==> src/rtl/shift_universal.sv <==
// Parametrised universal shift register: hold, shift-up, shift-down, parallel load,
// with a saturating shift counter that flags a full word shifted since the last load/reset.
module shift_universal #(
  parameter int WIDTH = 8,
  parameter int CNT_W = 4
) (
  input  logic             cp,
  input  logic             mr,
  input  logic [1:0]       s,
  input  logic             dsa,
  input  logic             dsb,
  input  logic             dsl,
  input  logic [WIDTH-1:0] d,
  output logic [WIDTH-1:0] q,
  output logic             q_up,
  output logic             q_dn,
  output logic [CNT_W-1:0] cnt,
  output logic             tc
);

  localparam logic [CNT_W-1:0] CNT_MAX = CNT_W'(WIDTH);

  localparam logic [1:0] MODE_HOLD = 2'b00;
  localparam logic [1:0] MODE_UP   = 2'b01;
  localparam logic [1:0] MODE_DN   = 2'b10;
  localparam logic [1:0] MODE_LOAD = 2'b11;

  logic [WIDTH-1:0] q_q, q_d;
  logic [CNT_W-1:0] cnt_q, cnt_d;
  logic [CNT_W-1:0] cnt_inc;

  // Either shift direction advances the counter; it parks at WIDTH.
  assign cnt_inc = (cnt_q == CNT_MAX) ? cnt_q : cnt_q + 1'b1;

  always_comb begin
    q_d   = q_q;
    cnt_d = cnt_q;
    case (s)
      MODE_HOLD: begin
        q_d   = q_q;
        cnt_d = cnt_q;
      end
      MODE_UP: begin
        q_d   = {q_q[WIDTH-2:0], dsa & dsb};
        cnt_d = cnt_inc;
      end
      MODE_DN: begin
        q_d   = {dsl, q_q[WIDTH-1:1]};
        cnt_d = cnt_inc;
      end
      MODE_LOAD: begin
        q_d   = d;
        cnt_d = '0;
      end
      default: begin
        q_d   = q_q;
        cnt_d = cnt_q;
      end
    endcase
  end

  always_ff @(posedge cp or posedge mr) begin
    if (mr) begin
      q_q   <= '0;
      cnt_q <= '0;
    end else begin
      q_q   <= q_d;
      cnt_q <= cnt_d;
    end
  end

  assign q    = q_q;
  assign q_up = q_q[WIDTH-1];
  assign q_dn = q_q[0];
  assign cnt  = cnt_q;
  assign tc   = (cnt_q == CNT_MAX);

endmodule

==> config.mk <==
export PLATFORM = sky130hd
export DESIGN_NAME = shift_universal
export DESIGN_NICKNAME = d
export VERILOG_FILES = /design/src/rtl/shift_universal.sv
export SDC_FILE = /design/constraint.sdc
export NUM_CORES = 1
export LEC_CHECK = 0
export BUFFER_PORTS_ARGS = -buffer_cell sky130_fd_sc_hd__buf_2
export CORE_MARGIN = 2
export CORE_UTILIZATION = 50
export DETAILED_ROUTE_END_ITERATION = 10
export GPL_ROUTABILITY_DRIVEN = 1
export PLACE_DENSITY = 0.82
export RECOVER_POWER = 50
export SLEW_MARGIN = 0
export SYNTH_ARGS = -nofsm -noshare
export SYNTH_HDL_FRONTEND = slang
export SYNTH_SLANG_ARGS = --single-unit
==> constraint.sdc <==
create_clock -name cp -period 3.95 [get_ports cp]
set_clock_uncertainty 0.05 [all_clocks]
set_input_delay 0.5925 -clock cp [delete_from_list [all_inputs] [get_ports cp]]
set_output_delay 0.5925 -clock cp [all_outputs]
set_load 0.05 [all_outputs]
==> results of run 1 <==
-- area by class of cell --
type	count	area, µm²	area share (%)
Clock buffer	3	22.52	2.609
Inverter	14	52.55	6.087
Timing Repair Buffer	29	137.6	15.94
Tap cell	15	18.77	2.174
Multi-Input combinational cell	43	331.6	38.41
Sequential cell	12	300.3	34.78
-- cell families after synthesis --
family	after synthesis	synth area share, %
compound gates	28	28.50
flops	12	40.47
buf+inv	20	13.32
simple gates	8	6.409
fa+ha+maj	5	8.432
mux	2	2.867
-- routing by layer --
metal,up-vias,global-route usage (%)
li1,319,-
met1,296,21.93
met2,16,32.00
met3,2,7.759
met4,0,3.750
met5,-,0
-- metrics by stage --
stage          util, %  total power (µW)  setup slack, ns  instance area, µm²  std cells
4_1_cts          65.34             537.5            1.932               882.1        116
3_3_place_gp     63.67             463.0            2.006               859.6        113
5_1_grt          63.95             565.3            1.895               863.3        116
2_1_floorplan        -             409.5            1.973               742.0         75
3_5_place_dp     63.67             467.2            1.947               859.6        113
6_report         63.95             524.8            1.992               863.3        116
-- worst max path at each step --
stage / endpoint / slack [ns] / cells after the start
detailed placement: cnt[3] / 1.95 / 5
finish: tc / 1.99 / 4
floorplan: cnt[0] / 1.97 / 5
global placement: cnt[3] / 2.01 / 5
CTS: tc / 1.93 / 4
global route: tc / 1.89 / 4
-- flip-flops by register name (all words and copies together), names as in the netlist --
name,count
q,8
cnt,4
-- Yosys cell counts (all sizes together), types with 3 or more instances --
master and instances:
inv 14, a21oi 9, a211oi 7, nor2 3, a22o 7, buf 5
ha 5, dfrtp 12
-- cell usage in the layout, fill, tap and decap left out, drive strengths merged --
master	instances
buf	23
inv	14
dfrtp	12
a21oi	9
clkbuf	9
a22o	7
a211oi	7
ha	5
nor2	3
and3b	1
nand3	1
or4	1
nand3b	1
o211ai	1
mux2	1
nand2b	1
mux2i	1
o21bai	1
a32o	1
a221o	1
a31oi	1
-- power by group through the flow --
stage	registers (µW)	logic, µW	clock network (µW)
floorplan	297	112	0
global placement	190	273	0
detailed placement	191	276	0
CTS	189	277	71.8
global route	196	290	80.0
finish	189	267	68.4
==> results.toml, run 1 <==
[pwr]
p_switching_uw = 263.2
pwr-share-clk_pct = 13.0
cellLeakagePower_uw = 0.0004570
powerDensity_nw_per_um2 = 607.9
pwr-share-seq_pct = 36.1
combPwrFrac_pct = 50.9
p_int_uw = 261.6
peakVddDrop_mv = 0.4382
switching_share_pct = 50.16

[timing]
setup_violations = 0
max_freq_ghz = 0.5106
rsz0062_at_grt = "no"
period_share_pct = 49.58
fin_tns_setup_ns = 0
slew_headroom_pct = 60.03
tightest_slew_ns = 0.6021
finalCriticalPeriod_ns = 1.958
final_max_slew_viol_count = 0
hold_slack_ns = 0.2689
report.final.hold_viol_count = 0

[grt]
grt_antenna_before_repair = 0
grt_overflow = 0
grt_max_degree = 20
grt.total_usage_pct = 18.73
grt_pass1_wl_um = 2532
grt_pass1_vias = 589

[drt]
highest_layer = "met4"
drc = 0
via_per_inst = 5.457
route.met2.wl_um = 726
met3WireLength_um = 86
drt-initial-drc-count = 17
met1Wirelength_um = 658
avgRoutedWirePerCell_um = 12.73
ant_nets = 0
dr.pass1.iters = 4
wl_um = 1477
vias = 633

[synthesis]
synth_cells = 75
synth.distinct_cells = 24
avgSynthCellArea_um2 = 9.893
synth_edf_count = 0
ys_warn_count = 0
synth_flop_cell = "dfrtp_1"
syn-cell-area_um2 = 742.0
synth.top_cells.by_area = "dfrtp_1, ha_1, a22o_1, a211oi_1, inv_1"
synthArstFlopShare_pct = 100.0
synth-seq-area-share_pct = 40.47
yosys.area.top_type_share_pct = 40.47
synth_top_area_cell = "dfrtp_1"
synth_fp_nets = 95
synth-seq-cells = 12

[worst_setup_path]
cp_data_required_time_ns = 3.31
r2r_setup_slack_ns = 2.21
r2r-end = "cnt[0]"
cp_top_family = "flip-flops"
startpoint = "cnt[0]"
end_kind = "output port"
reg2regPathDepth = 5
path_buf_inv = 2
worstPathCellList = "inv_1, ha_1, and3b_2, buf_2"
start_kind = "flop"
worst-endpoint-arrival_ns = 1.32
worstSetupPathType = "flop to output port"
slowest_stage = "dfrtp_1"
cp_max_fo = 6
timing.rr.start = "cnt[0]"
cpPeakStageDelay_ns = 0.42

[layout]
num_antenna_cells = 0
syn2layout_area_growth_pct = 16.36
layout-drive-gt1-share_pct = 26.73
final_nets = 123
fill_cells = 118

[clock_network]
hold_buffers = 0
ctsLongestPathBuffers = 2
clk-insertion-delay-late_ns = 0.26
cts.sink_count = 12
ctsHtreeMaxLevel = 1
path_clk_slew_ns = 0.07
root_buffer = "clkbuf_4"
cts_tree = "done"
post_cts_resized = 0
post_cts_buffers = 0
cts_buffers = 3

[die]
io_pins = 30
die_area_um2 = 1808
dieHeight_um = 42.52
rows = 13
die_w_um = 42.52
start_util_pct = 54.96
core_um2 = 1350

[status]
status = "completed"

[placed_design]
place_congestion = 0.7882
io_buffers = 29
hpwl_um = 1152

[run]
maxCapViolations = 0

[min_path]
hp-class = "primary input to async pin"
Note: power is estimated with default switching activity, not from simulation.
==> inputs of run 2 (changes only) <==
Settings changed: CORE_UTILIZATION 50 to 46, PLACE_DENSITY 0.82 to 0.77.
Clock period 3.95 ns to 1.9 ns, I/O delays scaled along.
==> results.toml, run 2 (same netlist as run 1, synthesis figures left out) <==
[worst_setup_path]
reg2regPathDepth = 5
end_kind = "output port"
r2r-end = "cnt[0]"
crit_end = "tc"
start_kind = "flop"
worstSetupPathType = "flop to output port"
r2r_setup_slack_ns = 0.34
startpoint = "cnt[0]"
worst-endpoint-arrival_ns = 1.39
cp_max_fo = 6
cp_data_required_time_ns = 1.56
timing.rr.start = "cnt[0]"

[pwr]
pwr-share-seq_pct = 34.4
switching_share_pct = 49.20
p_int_uw = 594.7
combPwrFrac_pct = 48.0
pwr-share-clk_pct = 17.6
p_switching_uw = 575.9
cellLeakagePower_uw = 0.0004700
peakVddDrop_mv = 0.9686
powerDensity_nw_per_um2 = 1289

[clock_network]
hold_buffers = 1
root_buffer = "clkbuf_4"
ctsLongestPathBuffers = 2
clk-insertion-delay-late_ns = 0.27
cts_buffers = 3
post_cts_buffers = 0
cts_tree = "done"
post_cts_resized = 0
ctsHtreeMaxLevel = 1
cts.sink_count = 12
path_clk_slew_ns = 0.08

[drt]
dr.pass1.iters = 3
drc = 0
avgRoutedWirePerCell_um = 12.54
vias = 638
via_per_inst = 5.317
ant_nets = 0
drt-initial-drc-count = 8
wl_um = 1505

[timing]
fin_tns_setup_ns = 0
final_max_slew_viol_count = 0
finalCriticalPeriod_ns = 1.725
tightest_slew_ns = 0.5927
slew_headroom_pct = 60.66
setup_violations = 0
max_freq_ghz = 0.5799
rsz0062_at_grt = "no"
report.final.hold_viol_count = 0
period_share_pct = 90.76

[die]
die_area_um2 = 1950
start_util_pct = 49.25
dieHeight_um = 44.16
rows = 14
io_pins = 30
core_um2 = 1506
die_w_um = 44.16

[grt]
grt_overflow = 0
grt_max_degree = 16
grt_pass1_wl_um = 2518
grt_antenna_before_repair = 0
grt.total_usage_pct = 17.36
grt_pass1_vias = 568

[status]
status = "completed"

[layout]
syn2layout_area_growth_pct = 22.43
layout-drive-gt1-share_pct = 29.81
finalNonFillerCells = 120
num_antenna_cells = 0
mostFrequentLayoutCells = "buf_2, inv_1, dfrtp_1, a21oi_1"
largest_register_ffs = 8
final_common_cell = "buf_2"
final_nets = 125

[placed_design]
io_buffers = 29
dp.cells = 115
place_congestion = 0.7343
hpwl_um = 1125

[min_path]
hp-class = "primary input to flop"
min-delay-start = "dsb"

[run]
maxCapViolations = 0
[run 2: cell type report]
| type | count | area (µm²) |
|---|---|---|
| inverter | 14 | 52.55 |
| fill | 147 | 598.1 |
| multi-input combinational | 43 | 342.8 |
| timing repair buffer | 31 | 153.9 |
| clock buffer | 4 | 36.28 |
| tap | 16 | 20.02 |
| sequential | 12 | 302.8 |
[run 2: worst min path at each step]
stage / slack, ns / cells after the start / endpoint
3_5_place_dp: 0.27 / 2 / cnt[2]
4_1_cts: 0.23 / 3 / q[0]
5_1_grt: 0.26 / 3 / q[0]
3_3_place_gp: 0.26 / 2 / cnt[2]
6_report: 0.24 / 3 / q[0]
2_1_floorplan: 0.1 / 1 / cnt[2]
[run 2: power by group through the flow]
| stage | sequential (µW) | combinational, µW | clock (µW) |
|---|---|---|---|
| 2_1_floorplan | 622 | 233 | 0 |
| 3_3_place_gp | 400 | 570 | 0 |
| 3_5_place_dp | 406 | 575 | 0 |
| 4_1_cts | 402 | 580 | 211 |
| 5_1_grt | 414 | 609 | 223 |
| 6_report | 403 | 562 | 205 |
[run 2: through the flow]
stage / utilization [%] / instance area [µm²] / power, µW / setup slack, ns / hold WS (ns)
after floorplan: - / 744.5 / 855.6 / 0.08024 / 0.09956
after global placement: 57.81 / 870.8 / 969.6 / 0.3252 / 0.2628
after detailed placement: 57.81 / 870.8 / 980.5 / 0.2942 / 0.2740
after CTS: 60.88 / 917.1 / 1193 / 0.1618 / 0.2305
after global routing: 60.30 / 908.4 / 1246 / 0.1017 / 0.2638
final: 60.30 / 908.4 / 1171 / 0.1755 / 0.2404
[run 2: per-layer routing]
layer	wire, µm	vias to the layer above	GRT usage [%]
li1	-	322	-
met1	651	302	20.51
met2	786	14	31.18
met3	68	0	6.122
met4	0	0	1.818
met5	0	-	0
[run 2: worst max-delay path, stage by stage, from the launching register on]
cell,delay [ns]
dfrtp_2,0.44
inv_1,0.07
ha_1,0.13
and3b_2,0.21
buf_2,0.27
==> inputs of run 3 (changes only) <==
Settings changed: ABC_AREA from default to 1, CORE_UTILIZATION 46 to 42, PLACE_DENSITY 0.77 to 0.73.
Clock period 1.9 ns to 1.4 ns, I/O delays scaled along.
==> results.toml, run 3 <==
[timing]
slew_headroom_pct = 67.99
tightest_slew_ns = 0.4784
final_max_slew_viol_count = 0
period_share_pct = 103.8
report.final.hold_viol_count = 0
max_freq_ghz = 0.6883
setup_violations = 2
layout_setup_ws_ns = -0.05288
finalCriticalPeriod_ns = 1.453
rsz0062_at_grt = "yes"

[clock_network]
ctsLongestPathBuffers = 2
clk-insertion-delay-late_ns = 0.26
ctsHtreeMaxLevel = 1
cts.sink_count = 12
cts_buffers = 3
path_clk_slew_ns = 0.07
root_buffer = "clkbuf_4"
cts_tree = "done"

[die]
die_area_um2 = 2194
die_w_um = 46.84
dieHeight_um = 46.84
core_um2 = 1727
start_util_pct = 44.64
rows = 15
io_pins = 30

[layout]
syn2layout_area_growth_pct = 31.66
mostFrequentLayoutCells = "buf_2, nand2_1, dfrtp_1, nor2_1"
num_antenna_cells = 0
finalNonFillerCells = 151
final_cell_area_um2 = 1015
final_nets = 148
largest_register_ffs = 8
final_common_cell = "buf_2"
layout-drive-gt1-share_pct = 41.27
fill_cells = 174
final_util_pct = 58.77

[synthesis]
synth.most_common_cell = "nand2_1"
synth-seq-area-share_pct = 38.96
synth_common_cells = "nand2_1, dfrtp_1, nor2_1"
ys_warn_count = 0
synth_flop_cell = "dfrtp_1"
synth.top_cells.by_area = "dfrtp_1, nand2_1, ha_1, a31oi_1, a21oi_1"
synth_edf_count = 0
synth_cells = 92
synth_top_area_cell = "dfrtp_1"
synth_fp_nets = 112
synth-seq-cells = 12
yosys.area.top_type_share_pct = 38.96
avgSynthCellArea_um2 = 8.378
syn-cell-area_um2 = 770.7
synth.distinct_cells = 18
synthArstFlopShare_pct = 100.0

[drt]
wl_um = 1734
drc = 0
dr.pass1.iters = 4
via_per_inst = 4.954
drt-initial-drc-count = 11
vias = 748
ant_nets = 0
avgRoutedWirePerCell_um = 11.48

[worst_setup_path]
worstPathCellList = "inv_2, ha_4, nand2_4, nor2_4, buf_8"
worstSetupPathType = "flop to output port"
worst-endpoint-arrival_ns = 1.19
cp_max_fo = 2
cpPeakStageDelay_ns = 0.42
r2r_setup_slack_ns = 0.12
path_buf_inv = 2
cp_top_family = "flip-flops"
cp_data_required_time_ns = 1.14
startpoint = "cnt[0]"
reg2regPathDepth = 5
start_kind = "flop"
r2r-end = "cnt[2]"
timing.rr.start = "cnt[1]"
slowest_stage = "dfrtp_2"
end_kind = "output port"

[grt]
grt_max_degree = 13
grt_pass1_vias = 626
grt_overflow = 0
grt_pass1_wl_um = 2649
grt.total_usage_pct = 17.10
grt_antenna_before_repair = 0

[placed_design]
dp.cells = 145
place_congestion = 0.7846
io_buffers = 29
hpwl_um = 1342
place_area_um2 = 969.7

[pwr]
cellLeakagePower_uw = 0.0005167
powerDensity_nw_per_um2 = 1599
peakVddDrop_mv = 0.7810

[run]
maxCapViolations = 0

[min_path]
min-delay-start = "d[3]"
hp-class = "primary input to flop"
min_path_cells = 3
min_to = "q[3]"

[status]
violations = "negative setup slack"
status = "finished, violations left"
-- run 3: cell type report --
class	count	area, µm²	share of cell area, %
clock buffer	3	22.52	2.219
inverter	9	35.03	3.453
multi-input combinational	66	401.6	39.58
sequential	12	302.8	29.84
tap	25	31.28	3.083
timing repair buffer	36	221.5	21.82
-- run 3: repair_timing --
item,in CTS,in global routing
endpoints found under the setup margin,1,2
buffers inserted,1,1
pin swaps,1,0
endpoints found under the hold margin,12,0
hold buffers,1,0
resized for setup,3,1
-- run 3: worst max path at each step --
stage / endpoint / slack, ns / cells after the start
2_1_floorplan: tc / 0.003 / 4
3_3_place_gp: tc / 0.14 / 5
3_5_place_dp: q[4] / 0.09 / 6
4_1_cts: tc / -0.06 / 5
5_1_grt: tc / -0.09 / 5
6_report: tc / -0.05 / 5
-- run 3: worst register-to-register path, stage by stage (launching register included) --
cell and delay, ns:
dfrtp_2 0.41, buf_4 0.13, buf_4 0.14, ha_1 0.18, xnor2_1 0.18, o21ai_2 0.08
-- run 3: routing by layer --
metal	global-route usage [%]	vias up	part of all wire, %
met5	0	-	0
met4	6.667	0	0.69
met3	3.462	2	5.6
met2	28.77	31	49
met1	21.46	345	45
li1	-	370	-
-- run 3: logic make-up after synthesis --
group	Yosys count	synth area share (%)
XOR/XNOR	1	1.137
AND/OR/NAND/NOR	40	25.16
buffers and inverters	14	10.39
AO/OA/AOI/OAI	20	16.23
flip-flops	12	38.96
adder cells (fa/ha/maj)	5	8.117
-- run 3: stage by stage --
stage	worst slack [ns]	total power [µW]	setup TNS, ns	hold WS, ns
after floorplan	0.003407	1176	0	0.02456
after global placement	0.1393	1360	0	0.1892
after detailed placement	0.09414	1377	0	0.2001
after CTS	-0.05570	1617	-0.05570	0.1453
after global routing	-0.08972	1722	-0.1759	0.1517
final	-0.05288	1622	-0.06301	0.1454
-- run 3: power breakdown --
group	leakage, µW	switching, µW	internal (µW)	total [µW]
sequential	0.000142	107	431	539
combinational	0.000361	585	287	873
clock	0.0000138	112	99.3	211
total	0.000517	804	818	1620
